$ cat src/rtl/regfile_mp.sv
// Multi-read-port register file with per-port hold, write bypass and clear sequencer; state on falling clk edge.
// Optional pending-bit scoreboard enabled by defining REGFILE_SCOREBOARD_EN.
module regfile_mp #(
  parameter int unsigned XLEN  = 32,
  parameter int unsigned DEPTH = 32,
  parameter int unsigned NRD   = 2,
  parameter int unsigned AW    = (DEPTH > 1) ? $clog2(DEPTH) : 1
) (
  input  logic                clk,
  input  logic                rst_n,
  input  logic                clr,
  output logic                busy,
  input  logic [NRD-1:0]      re,
  input  logic [NRD*AW-1:0]   ra,
  output logic [NRD*XLEN-1:0] rd,
  input  logic                we,
  input  logic [AW-1:0]       wa,
  input  logic [XLEN-1:0]     wd
`ifdef REGFILE_SCOREBOARD_EN
  ,
  input  logic                pset,
  input  logic [AW-1:0]       paddr,
  output logic [NRD-1:0]      pend
`endif
);

  typedef enum logic {IDLE, CLEAR} state_e;

  localparam logic [AW:0]   DEPTH_W = (AW+1)'(DEPTH);
  localparam logic [AW-1:0] LAST    = AW'(DEPTH - 1);

  state_e          state_q, state_d;
  logic [AW-1:0]   cnt_q, cnt_d;
  logic            busy_q, busy_d;
  logic [XLEN-1:0] mem_q [DEPTH];
  logic [XLEN-1:0] rd_q  [NRD];
  logic [XLEN-1:0] rd_d  [NRD];
  logic [AW-1:0]   ra_a  [NRD];
  logic [NRD-1:0]  ra_ok;
  logic            wa_ok;
  logic            wr_en;

  always_comb begin
    for (int unsigned i = 0; i < NRD; i++) begin
      ra_a[i]  = ra[i*AW +: AW];
      ra_ok[i] = (ra_a[i] != '0) && ({1'b0, ra_a[i]} < DEPTH_W);
    end
  end

  // A write on the edge that accepts clr is dropped.
  assign wa_ok = (wa != '0) && ({1'b0, wa} < DEPTH_W);
  assign wr_en = we && wa_ok && (state_q == IDLE) && !clr;

  always_comb begin
    state_d = state_q;
    cnt_d   = cnt_q;
    busy_d  = busy_q;
    case (state_q)
      IDLE: begin
        if (clr && (DEPTH > 1)) begin
          state_d = CLEAR;
          cnt_d   = AW'(1);
          busy_d  = 1'b1;
        end
      end
      CLEAR: begin
        if (cnt_q == LAST) begin
          state_d = IDLE;
          cnt_d   = '0;
          busy_d  = 1'b0;
        end else begin
          cnt_d = cnt_q + 1'b1;
        end
      end
      default: state_d = IDLE;
    endcase
  end

  always_comb begin
    for (int unsigned i = 0; i < NRD; i++) begin
      rd_d[i] = rd_q[i];
      if (re[i]) begin
        if (!ra_ok[i] || (state_q == CLEAR)) rd_d[i] = '0;
        else if (wr_en && (wa == ra_a[i]))   rd_d[i] = wd;
        else                                 rd_d[i] = mem_q[ra_a[i]];
      end
    end
  end

  always_ff @(negedge clk or negedge rst_n) begin
    if (!rst_n) begin
      state_q <= IDLE;
      cnt_q   <= '0;
      busy_q  <= 1'b0;
      for (int unsigned i = 0; i < DEPTH; i++) mem_q[i] <= '0;
      for (int unsigned i = 0; i < NRD; i++)   rd_q[i]  <= '0;
    end else begin
      state_q <= state_d;
      cnt_q   <= cnt_d;
      busy_q  <= busy_d;
      if (wr_en)            mem_q[wa]    <= wd;
      if (state_q == CLEAR) mem_q[cnt_q] <= '0;
      for (int unsigned i = 0; i < NRD; i++) rd_q[i] <= rd_d[i];
    end
  end

  assign busy = busy_q;

  always_comb begin
    rd = '0;
    for (int unsigned i = 0; i < NRD; i++) rd[i*XLEN +: XLEN] = rd_q[i];
  end

`ifdef REGFILE_SCOREBOARD_EN
  logic [DEPTH-1:0] pv_q, pv_d;
  logic [NRD-1:0]   pend_q, pend_d;

  // Set is applied after clear so a same-entry set/clear leaves the bit set.
  always_comb begin
    pv_d = pv_q;
    if ((state_q == CLEAR) && (cnt_q == AW'(1))) begin
      pv_d = '0;
    end else begin
      if (wr_en) pv_d[wa] = 1'b0;
      if (pset && (paddr != '0) && ({1'b0, paddr} < DEPTH_W)) pv_d[paddr] = 1'b1;
    end
    for (int unsigned i = 0; i < NRD; i++) begin
      pend_d[i] = pend_q[i];
      if (re[i]) begin
        if (!ra_ok[i] || (wr_en && (wa == ra_a[i]))) pend_d[i] = 1'b0;
        else                                         pend_d[i] = pv_q[ra_a[i]];
      end
    end
  end

  always_ff @(negedge clk or negedge rst_n) begin
    if (!rst_n) begin
      pv_q   <= '0;
      pend_q <= '0;
    end else begin
      pv_q   <= pv_d;
      pend_q <= pend_d;
    end
  end

  assign pend = pend_q;
`endif

endmodule

$ cat config.mk
export PLATFORM = sky130hd
export DESIGN_NAME = regfile_mp
export DESIGN_NICKNAME = d
export VERILOG_FILES = /design/src/rtl/regfile_mp.sv
export SDC_FILE = /design/constraint.sdc
export NUM_CORES = 2
export LEC_CHECK = 0
export ABC_AREA = 0
export CORE_MARGIN = 2
export CORE_UTILIZATION = 44
export CTS_CLUSTER_SIZE = 20
export DETAILED_ROUTE_END_ITERATION = 10
export GPL_ROUTABILITY_DRIVEN = 0
export SLEW_MARGIN = 0
export SYNTH_ARGS = -nofsm -noshare
export SYNTH_HDL_FRONTEND = slang
export SYNTH_SLANG_ARGS = --single-unit
$ cat constraint.sdc
create_clock -name clk -period 2.47 [get_ports clk]
set_input_delay 0.247 -clock clk [delete_from_list [all_inputs] [get_ports clk]]
set_output_delay 0.247 -clock clk [all_outputs]
set_load 0.02 [all_outputs]
**Word level (Yosys, flattened, before mapping)**

Index checks and enable logic that the tools add are counted.

- Mux-type cells: 26
- Reductions and logical operators: 16
- Magnitude comparators: 6
- Add/sub/neg operators: 1
- Bitwise gates (word level): 7
- Equal/unequal tests: 5

Operators with widths:

| operator | number |
|---|---|
| 1024-bit 2-to-1 mux | 2 |
| 1024-bit AND | 1 |
| 1024-bit bitwise mux | 1 |
| 1024-bit NOT | 1 |
| 32-bit binary-select mux with 5-bit select | 2 |
| 32-bit demux with 5-bit select | 2 |
| 32-bit 2-to-1 mux | 10 |
| 6-bit greater-or-equal comparator (second input constant) | 4 |
| 5-bit NOT with 6-bit output | 4 |
| 5-bit nonzero test | 3 |
| 6-bit by 1-bit less-than comparator with 1-bit output (second input constant) | 2 |
| 5-bit equality test | 2 |
| 5-bit 2-to-1 mux | 2 |
| 5-bit one-hot mux with 2 select lines | 1 |
| 1-bit logical AND | 7 |
| 5-bit by 1-bit adder with 5-bit output (second input constant) | 1 |
| 5-bit equality test (second input constant) | 1 |
| 1-bit 2-to-1 mux | 4 |
| 1-bit one-hot mux with 2 select lines | 2 |
| 1-bit logical NOT | 3 |
| 1-bit logical OR | 2 |
| 2-bit by 1-bit != test with 1-bit output (second input constant) | 1 |
| 2-bit != test (second input constant) | 1 |
| 2-bit AND reduction | 1 |
| 1-bit NOT | 1 |

- Register bits after elaboration: 1095
- Word-level logic and storage cells: 98
- Output and inout port bits: 65
- Input bits: 53

**Depth between registers and ports, before layout**

- Word-level depth: 9
- Depth in mapped cells: 9

==> results.cfg <==
[logic_synthesis]
synth_top_family_by_area = multiplexers
yosys.area_share.simple = 0.161
syn_area_mm2 = 0.0586
synth_nets = 6053
seq_area_frac_synth = 0.468
synth.largest_area_cell = dfrtn_1
synth-xor-area-share = 0.00179
synth_cells = 5995
post-synth-top-count-cell = nand2_1
synthFlopType = dfrtn_1
ys_top_cells_by_area = dfrtn_1 (47%), mux4_2 (20%), nand2_1 (14%)
synth-seq-cells = 1095
synth_top_cell_area_share = 0.468
synth_edf_count = 0
synthDistinctLibCells = 47
synthAdderAreaFrac = 0.00107
ys_warn_count = 0
muxShareOfSynthArea = 0.198
synth_area_per_cell_um2 = 9.78
async_flop_share = 1.00
synth_compound_area_frac = 0.129
synth_commonest_cells = nand2_1 (2130), dfrtn_1 (1095), a21oi_1 (1027), clkbuf_1 (515), mux4_2 (514)

[finish]
area_growth_pct = 38.3
stdcell_area_mm2 = 0.0810
final_nets = 6581
fill_cells = 10100
multiInputGateArea_mm2 = 0.0322
final_util = 0.615
layout-drive-gt1-share = 0.344
final_cells = 8392
ff_latch_area_mm2 = 0.0274

[power]
powerDensity_mw_per_mm2 = 595
max-vdd-ir-drop_v = 0.000735
leakage_nw = 33.9

[clocking]
ctsRootBufferMaster = clkbuf_16
cts_max_path_buffers = 3
cts_hold_buffers = 0
cts_sinks = 1095
htree_levels = 3
clkTransAtPathRegs_ns = 0.04
cts_tree = yes
cts_buffers = 120
clock_latency_ns = 0.73

[timing]
rsz0062_at_grt = yes
tightest_slew_ns = 0.867
slew_headroom = 0.422
setup_violations = 838
setup_slack_ns = -0.525
hold_viol_final = 0
skew_ns = 0.0355
drv_slew = 0

[grt]
antenna_found_initial = 10
use_met2 = 0.584
track_usage = 0.422
use_met1 = 0.525
grt_pass1_wl_um = 408000
top_usage_layer = met2
grt_overflow = 0
grt_pass1_vias = 56000
use_met3 = 0.191
grt_max_degree = 98

[worst_setup_path]
crit_chain = buf_6
slowest_delay_ns = 0.61
ff2ff_path_depth = 7
start_kind = flip-flop
required_ns = 2.22
timing.rr.start = state_q
r2r-end = mem_q[970]
cpMaxStageDelayCell = dfrtn_1
r2r_setup_slack_ns = 0.11
end_kind = output port
cp_max_fo = 2
worst-setup-path-type = flip-flop to output port
cpLargestDelayFamily = flip-flops
worst-path-buf-inv = 1
worstPathArrival_ns = 2.75

[die]
dieArea_mm2 = 0.136
dieWidth_um = 369
fp.dieH_um = 369
rows = 133
ioPinCount = 118
coreArea_mm2 = 0.132
initial_core_util = 0.445

[route]
drc_errors = 0
drt_iter0_markers = 10100
antenna_left = 0
wl_per_cell_um = 36.3
drt-total-wl_um = 304000
vias = 58300
drt-vias-per-instance = 6.95
firstDrtPassIters = 9

[placed_design]
hpwl_um = 176000
post-place-cells = 7900
placedInstanceArea_mm2 = 0.0692
portBuffers = 117

[run_status]
violations = setup timing
outcome = complete, but fails checks

[hold_path]
hold_path_class = flip-flop to flip-flop
worstHoldPathCells = 1
hp-start = mem_q[1008]
hold_end = mem_q[1008]

[job]
cap_viol_max_count = 0
==> area by class of cell <==
type                            instances  share of cell area
Multi-Input combinational cell       4269               0.397
Clock buffer                          181              0.0436
Antenna cell                           13            0.000401
Sequential cell                      1095               0.338
Tap cell                             1755              0.0271
Clock inverter                         42             0.00695
Timing Repair Buffer                 1033               0.186
Inverter                                4            0.000185
==> cell usage in the layout (no fill, tap or decap), types with 19 or more instances in the layout <==
| master | synthesis | routed |
|---|---|---|
| nand2_1 | 2130 | 1967 |
| dfrtn_1 | 1095 | 1095 |
| a21oi_1 | 1027 | 924 |
| mux4_2 | 514 | 514 |
| buf_4 | 0 | 366 |
| buf_12 | 0 | 360 |
| clkbuf_16 | 0 | 158 |
| buf_6 | 2 | 134 |
| a21oi_2 | 0 | 101 |
| nand2_4 | 0 | 78 |
| nand2_2 | 0 | 76 |
| a22oi_2 | 0 | 73 |
| buf_16 | 0 | 70 |
| o22ai_2 | 0 | 69 |
| nor2_4 | 0 | 68 |
| nor2b_1 | 71 | 65 |
| a22oi_1 | 128 | 55 |
| and2_1 | 35 | 34 |
| clkbuf_1 | 515 | 34 |
| o22ai_1 | 123 | 33 |
| clkdlybuf4s50_1 | 0 | 32 |
| a221o_1 | 31 | 31 |
| clkbuf_8 | 0 | 24 |
| buf_8 | 0 | 22 |
| o22ai_4 | 0 | 21 |
| clkinv_2 | 0 | 20 |
| a32oi_2 | 0 | 19 |
==> flip-flops by register name (all words and copies together) (netlist names) <==
register  count
mem_q      1024
rd           64
cnt_q         5
busy          1
state_q       1
==> worst max-delay path by stage <==
stage                       from  endpoint  slack [ns]  depth (start not counted)
after floorplan            ra[1]    rd[14]       -0.86                          6
after global placement     ra[4]    rd[25]       -1.89                          7
after detailed placement   ra[4]    rd[25]       -1.89                          7
after CTS                  rd[0]     rd[0]       -0.51                          1
after global routing      rd[19]    rd[19]       -0.52                          1
final                      rd[0]     rd[0]       -0.52                          1
==> repair_timing <==
action | CTS | global route
hold endpoints to repair | 0 | 0
pin swaps | 128 | 208
resized for setup | 738 | 478
setup endpoints to repair | 1121 | 664
cloned | 55 | 35
setup buffers | 135 | 53
==> power breakdown <==
| part | leakage [nW] | internal (mW) | switching (mW) |
|---|---|---|---|
| Clock | 2.01 | 11.0 | 8.07 |
| Combinational | 16.7 | 3.63 | 5.92 |
| Sequential | 15.3 | 18.9 | 0.750 |
| Total | 33.9 | 33.5 | 14.7 |
==> cells by family (layout without fill, tap and decap cells) <==
group / Yosys count / after routing
AOI/OAI and AO/OA: 1353 / 1353
buffers and inverters: 631 / 1260
xor gates and xnor gates: 12 / 12
and+or+nand+nor: 2382 / 2382
adders and majority gates: 5 / 5
muxes: 517 / 517
DFF: 1095 / 1095
other: 0 / 13
==> worst reg2reg max path: cells and delay by family, from the launching register on <==
kind / cells / cell delay [ns]
simple gates: 3 / 0.75
buf+inv: 3 / 0.62
compound gates: 1 / 0.28
flops: 1 / 0.52
==> routing by layer <==
metal,up-vias,share of wire,wire [um]
li1,22200,-,-
met1,28600,0.32,98900
met2,5728,0.40,121000
met3,1823,0.18,54700
met4,23,0.097,29500
met5,-,0.0021,646
==> through the flow <==
step                power, mW  setup TNS (ns)  hold slack, ns  setup slack, ns
finish                   48.2          -78.40           0.458           -0.525
global route             49.1          -97.35           0.475           -0.517
CTS                      47.4          -30.64           0.452           -0.508
detailed placement       27.7        -1164.77           0.439            -1.89
global placement         27.6        -1159.25           0.412            -1.89
floorplan                23.3         -284.15           0.427           -0.860
No activity file was read; power rests on OpenSTA's default activity.
